$ cat config.mk
export PLATFORM = sky130hd
export DESIGN_NAME = iot_event_arbiter
export DESIGN_NICKNAME = d
export VERILOG_FILES = /design/src/rtl/iot_event_arbiter_pkg.sv /design/src/rtl/iot_event_arbiter_rr_arbiter.sv /design/src/rtl/iot_event_arbiter.sv
export SDC_FILE = /design/constraint.sdc
export NUM_CORES = 1
export LEC_CHECK = 0
export BUFFER_PORTS_ARGS = -buffer_cell sky130_fd_sc_hd__buf_4
export CAP_MARGIN = 5
export CORE_MARGIN = 1
export CORE_UTILIZATION = 30
export CTS_CLUSTER_DIAMETER = 100
export DETAILED_ROUTE_END_ITERATION = 8
export MAX_ROUTING_LAYER = met4
export PLACE_DENSITY = 0.5
export RECOVER_POWER = 50
export SYNTH_ARGS = -nofsm -noshare
export SYNTH_HDL_FRONTEND = slang
export SYNTH_SLANG_ARGS = --single-unit
$ cat constraint.sdc
create_clock -name clk -period 6 [get_ports clk]
set_clock_uncertainty 0.1 [all_clocks]
set_input_delay 1.2 -clock clk [delete_from_list [all_inputs] [get_ports clk]]
set_output_delay 1.2 -clock clk [all_outputs]
set_load 0.1 [all_outputs]
$ cat src/rtl/iot_event_arbiter_pkg.sv
// ---------------------------------------------------------------------------
// iot_pkg
// Shared defaults and types for the IoT event arbiter slice.
//   N_DEV_DEF       : default number of monitored device lines
//   SYNC_STAGES_DEF : default depth of the per-line input synchroniser
//   dir_t           : direction of a device event (connect / disconnect)
// ---------------------------------------------------------------------------
package iot_pkg;

    localparam int N_DEV_DEF       = 8;
    localparam int SYNC_STAGES_DEF = 2;

    typedef enum logic {
        DIR_OFF = 1'b0,   // disconnect: monitor decrements
        DIR_ON  = 1'b1    // connect:    monitor increments
    } dir_t;

endpackage

$ cat src/rtl/iot_event_arbiter_rr_arbiter.sv
// ---------------------------------------------------------------------------
// rr_arbiter
// Purely combinational round-robin selector. Returns the first asserted
// request found when searching ptr, ptr+1, ... with wrap modulo N.
//   req       : request vector
//   ptr       : search start index (must be < N)
//   gnt       : one-hot grant
//   gnt_idx   : index of the granted request (0 when none)
//   gnt_valid : at least one request was granted
// ---------------------------------------------------------------------------
module rr_arbiter #(
    parameter int N   = 8,
    parameter int IDW = $clog2(N)
) (
    input  logic [N-1:0]   req,
    input  logic [IDW-1:0] ptr,
    output logic [N-1:0]   gnt,
    output logic [IDW-1:0] gnt_idx,
    output logic           gnt_valid
);

    // One extra bit holds ptr+k before the wrap; ptr < N keeps the sum
    // below 2N-1, so a single conditional subtract is a full modulo.
    logic [IDW:0]   sum;
    logic [IDW-1:0] idx;

    always_comb begin
        gnt       = '0;
        gnt_idx   = '0;
        gnt_valid = 1'b0;
        sum       = '0;
        idx       = '0;
        for (int k = 0; k < N; k++) begin
            sum = {1'b0, ptr} + (IDW+1)'(k);
            if (sum >= (IDW+1)'(N))
                sum = sum - (IDW+1)'(N);
            idx = sum[IDW-1:0];
            if (!gnt_valid && req[idx]) begin
                gnt_valid = 1'b1;
                gnt_idx   = idx;
                gnt[idx]  = 1'b1;
            end
        end
    end

endmodule

$ cat src/rtl/iot_event_arbiter.sv
// ---------------------------------------------------------------------------
// iot_event_arbiter
// Watches N_DEV asynchronous "device active" lines, turns their connect /
// disconnect edges into at most one net pending event per device, and
// serialises those events round-robin into single-cycle change/on_off
// pulses that drive the active-device counter directly.
//   clk        : system clock, rising edge
//   rst        : asynchronous active-high reset
//   dev_active : per-device level, 1 = connected (asynchronous to clk)
//   en         : 1 = grants allowed, 0 = hold everything pending
//   change     : one-cycle pulse, an event is presented
//   on_off     : event direction with change (1 = connect)
//   dev_id     : device index of the presented event
//   busy       : registered OR of all pending flags
// ---------------------------------------------------------------------------
module iot_event_arbiter
    import iot_pkg::*;
#(
    parameter int N_DEV       = N_DEV_DEF,
    parameter int SYNC_STAGES = SYNC_STAGES_DEF,
    parameter int ID_W        = $clog2(N_DEV)
) (
    input  logic             clk,
    input  logic             rst,
    input  logic [N_DEV-1:0] dev_active,
    input  logic             en,
    output logic             change,
    output logic             on_off,
    output logic [ID_W-1:0]  dev_id,
    output logic             busy
);

    // -- synchroniser and edge detect --------------------------------------
    logic [SYNC_STAGES-1:0][N_DEV-1:0] sync_q;
    logic [N_DEV-1:0] s, prev, rise, fall;

    always_ff @(posedge clk or posedge rst) begin
        if (rst) begin
            sync_q <= '0;
            prev   <= '0;
        end else begin
            sync_q <= {sync_q[SYNC_STAGES-2:0], dev_active};
            prev   <= s;
        end
    end

    // prev resets low, so a line held high through reset reports a connect.
    assign s    = sync_q[SYNC_STAGES-1];
    assign rise = s & ~prev;
    assign fall = ~s & prev;

    // -- arbitration --------------------------------------------------------
    logic [N_DEV-1:0] pend_valid, pend_dir;
    logic [N_DEV-1:0] pend_valid_nxt, pend_dir_nxt;
    logic [N_DEV-1:0] gnt;
    logic [ID_W-1:0]  gnt_idx, ptr;
    logic             gnt_valid;

    rr_arbiter #(.N(N_DEV), .IDW(ID_W)) u_rr (
        .req       (pend_valid & {N_DEV{en}}),
        .ptr       (ptr),
        .gnt       (gnt),
        .gnt_idx   (gnt_idx),
        .gnt_valid (gnt_valid)
    );

    // -- pending update -----------------------------------------------------
    // The grant consumes the flag first; an edge landing on the same clock
    // then starts a fresh event rather than being lost. An edge opposite to
    // a still-pending event cancels it, since the two net to zero.
    logic held;

    always_comb begin
        pend_valid_nxt = '0;
        pend_dir_nxt   = pend_dir;
        held           = 1'b0;
        for (int i = 0; i < N_DEV; i++) begin
            held              = pend_valid[i] & ~gnt[i];
            pend_valid_nxt[i] = held;
            if (rise[i] || fall[i]) begin
                if (!held) begin
                    pend_valid_nxt[i] = 1'b1;
                    pend_dir_nxt[i]   = rise[i] ? DIR_ON : DIR_OFF;
                end else if (pend_dir[i] != rise[i]) begin
                    pend_valid_nxt[i] = 1'b0;
                end
            end
        end
    end

    always_ff @(posedge clk or posedge rst) begin
        if (rst) begin
            pend_valid <= '0;
            pend_dir   <= '0;
            busy       <= 1'b0;
        end else begin
            pend_valid <= pend_valid_nxt;
            pend_dir   <= pend_dir_nxt;
            busy       <= |pend_valid_nxt;
        end
    end

    // -- output register ----------------------------------------------------
    // on_off and dev_id keep their last values between pulses.
    always_ff @(posedge clk or posedge rst) begin
        if (rst) begin
            change <= 1'b0;
            on_off <= 1'b0;
            dev_id <= '0;
            ptr    <= '0;
        end else begin
            change <= gnt_valid;
            if (gnt_valid) begin
                on_off <= pend_dir[gnt_idx];
                dev_id <= gnt_idx;
                ptr    <= (gnt_idx == ID_W'(N_DEV-1)) ? '0 : gnt_idx + 1'b1;
            end
        end
    end

endmodule

==> summary.md <==
| Metric | Value |
|---|---|
| Yosys top cell by area | dfrtp_1 |
| Nets@finish | roughly 370 |
| Area occupied by multi-input gates | approximately 2000 um2 |
| DR DRC count | 0 |
| Filler cells | 1141 |
| Placed wire-length estimate | between 6 and 7 mm |
| Vias per std cell | ~5.5 |
| Max-Cap Viols | 1 |
| WL met1 | 3.940 mm |
| Postcts setup bufs | 0 |
| Syn Area/Cell | 9.991 um2 |
| Slew at the pin closest to its max-slew limit | 1.759 ns |
| DRT Pass-1 Iters | 4 |
| # rows | 38 |
| Endpoints failing setup | 0 |
| Mapped Cells | roughly 330 |
| Die W | about 110 um |
| First-pass GRT wire length | about 14 mm |
| Share of flip-flops with an asynchronous set or reset | 100.0% |
| Routed Antenna Nets | 0 |
| Req. time, crit path | approximately 6.1 ns |
| Overflow after GRT | 0 |
| Crit end category | flop |
| Fraction of layout cells with a size suffix above 1 | 15.23% |
| Max layer used | met4 |
| Vias in the first global route | between 2k and 3k |
| CP Class | reg2reg |
| Ys flop type | dfrtp_1 |
| Routed met2 length | between 4 and 5 mm |
| Most common cell in the netlist | dfrtp_1 |
| Root Buffer | clkbuf_8 |
| Failing checks | max-capacitance violations, max-slew violations |
| Post-place setup slack | between 0.8 and 0.9 ns |
| TritonCTS buffer count | 5 |
| CTS resizes | 0 |
| Chip height | between 100 and 150 um |
| Max H-tree Level | 2 |
| Clock Path Buffers | 2 |
| Worst path slowest cell | ha_1 |
| Min setup slack post-route | 0.7857 ns |
| Sequential share of the synthesized area | roughly 37% |
| Clk_lat worst skew | about 0.30 ns |
| Synth area leaders | dfrtp_1, ha_1, mux4_2, mux2i_1, mux2_2 |
| Synth top area share | between 30% and 40% |
| Final critical-path required period | about 5.2 ns |
| Port bufs | 16 |
| Outcome | complete, but fails checks |
| Vias | approximately 2.7k |
| Final antenna diode count | 0 |
| Average wire per standard cell | approximately 17 um |
| DIE AREA | 11550 um2 |
| EDFF count, synth | 0 |
| Setup_tns | 0 ns |
| Hold WS | about 0.25 ns |
| Distinct cells, synth | 60 |
| HP Start | sync_q[3] |
| R2R Path Start | ptr[1] |
| WL met3 | ~290 um |
| Max-slew violations | 50 |
| Hold Fails Final Rpt | 0 |
| Core ar. | 10840 um2 |
| Yosys warns | 0 |
| Critical Path AT | around 5.3 ns |
| I/O pins | 17 |
| Synth Register Bits | 49 |
| GRT Overall Usage | 16.16% |
| Largest fanout on the critical path | 18 |
| Slew Limit Headroom | -17.42% |
| Final WL | between 8 and 9 mm |
| Mapped Nets | 360 |
| Hold_buf cts | 0 |
| Synth Cell Area | between 3000 and 4000 um2 |
| Top cells by count, synth | dfrtp_1, nand2_1, nor2_1 |
| Crit path cell chain | inv_1 > ha_1 > clkinv_1 > mux4_2 > and4_4 > a221o_1 > a311oi_1 > mux2i_1 > or4_1 > or4_1 |
| RSZ-0062 raised after global routing | no |
| Cell mode on critical path | or4_1 |
| Fmax | roughly 190 MHz |
| Routability congestion estimate | slightly below 0.9 |
| Reg clk slew, reported paths | around 0.090 ns |
| CTS tree | done |
| Fin crit share | approximately 87% |
| Initial antenna violation count | 0 |
| Synth-to-layout area growth | 10.54% |
| Initial Util | a little under a third |
| Final Instance Count excl. Fillers | 488 |
| Cells after DPL | 480 |
| Total clock sinks | between 40 and 50 |
| Largest net degree at the start of global routing | 50 |
| Hold WC Path Type | reg2reg |
| Critical path startpoint category | flop |
| Crit path from | ptr[1] |
| Register area | roughly 1200 um2 |
| Delay of the slowest critical-path stage | approximately 0.71 ns |
| Iter 0 DRT Violations | ~130 |
[cell families after synthesis]
family                     count (synthesis)  synth area share (%)
xor gates and xnor gates                  11                 3.112
and+or+nand+nor                          100                 14.70
DFF                                       49                 36.75
buffers and inverters                     32                 4.387
adders and majority gates                 15                 5.624
muxes                                     41                 16.87
AOI/OAI and AO/OA                         86                 18.56
[cell usage in the layout (no fill, tap or decap), types with 4 or more instances in the layout]
cell type,n
inv_1,16
nand4_1,5
ha_1,15
clkbuf_4,9
mux4_2,7
dfrtp_1,49
nand2_1,31
o21ai_0,15
clkbuf_8,7
mux2_2,13
xnor2_1,9
buf_4,11
o211ai_1,9
a21o_1,4
and2_1,8
nor3_1,7
mux2i_1,15
a21oi_1,11
nand3_1,9
a31oi_1,4
nor2_1,22
o21a_1,4
[critical path, delay by kind of cell (launching register included)]
family                     cells  cell delay [ns]
buffers and inverters          2             0.69
DFF                            1             0.68
adders and majority gates      1             0.71
muxes                          2             0.70
AOI/OAI and AO/OA              2             0.89
and+or+nand+nor                3             1.31
[flip-flops by register name, indices dropped and copies added (netlist names), named ones only]
signal,cells
on_off,1
pend_valid,8
busy,1
sync_q,8
s,8
ptr,2
prev,8
change,1
pend_dir,8
dev_id,3
[area by class of cell]
cell class | count | share of cell area, %
repair buffers | 20 | 4.071
inverters | 18 | 1.832
multi-input cells | 253 | 53.26
flip-flops and latches | 49 | 33.24
clock inverters | 1 | 0.2374
clock buffers | 7 | 2.612
well taps | 140 | 4.749
[layer usage]
layer	vias to the layer above	global-route usage [%]
li1	1283	-
met1	1337	20.71
met2	68	25.94
met3	18	2.058
met4	0	6.458
met5	-	-
[per-stage QoR]
step           utilization (%)  area (um2)
3_5_place_dp             33.06        3583
4_1_cts                  34.03        3689
3_3_place_gp             33.06        3583
5_1_grt                  34.03        3689
6_report                 34.03        3689
2_1_floorplan                -        3337
[final timing paths]
check,to,slack (ns),cells after the start
max in group asynchronous,pend_valid[7],3.42,2
max reg2reg,busy,0.79,10
min in group asynchronous,sync_q[5],1.35,2
min,s[3],0.25,0
min reg2reg,s[3],0.25,0
max,busy,0.79,10
Power is not shown: default switching activity piles up to over one toggle a cycle in this logic, so the estimate is an artifact.
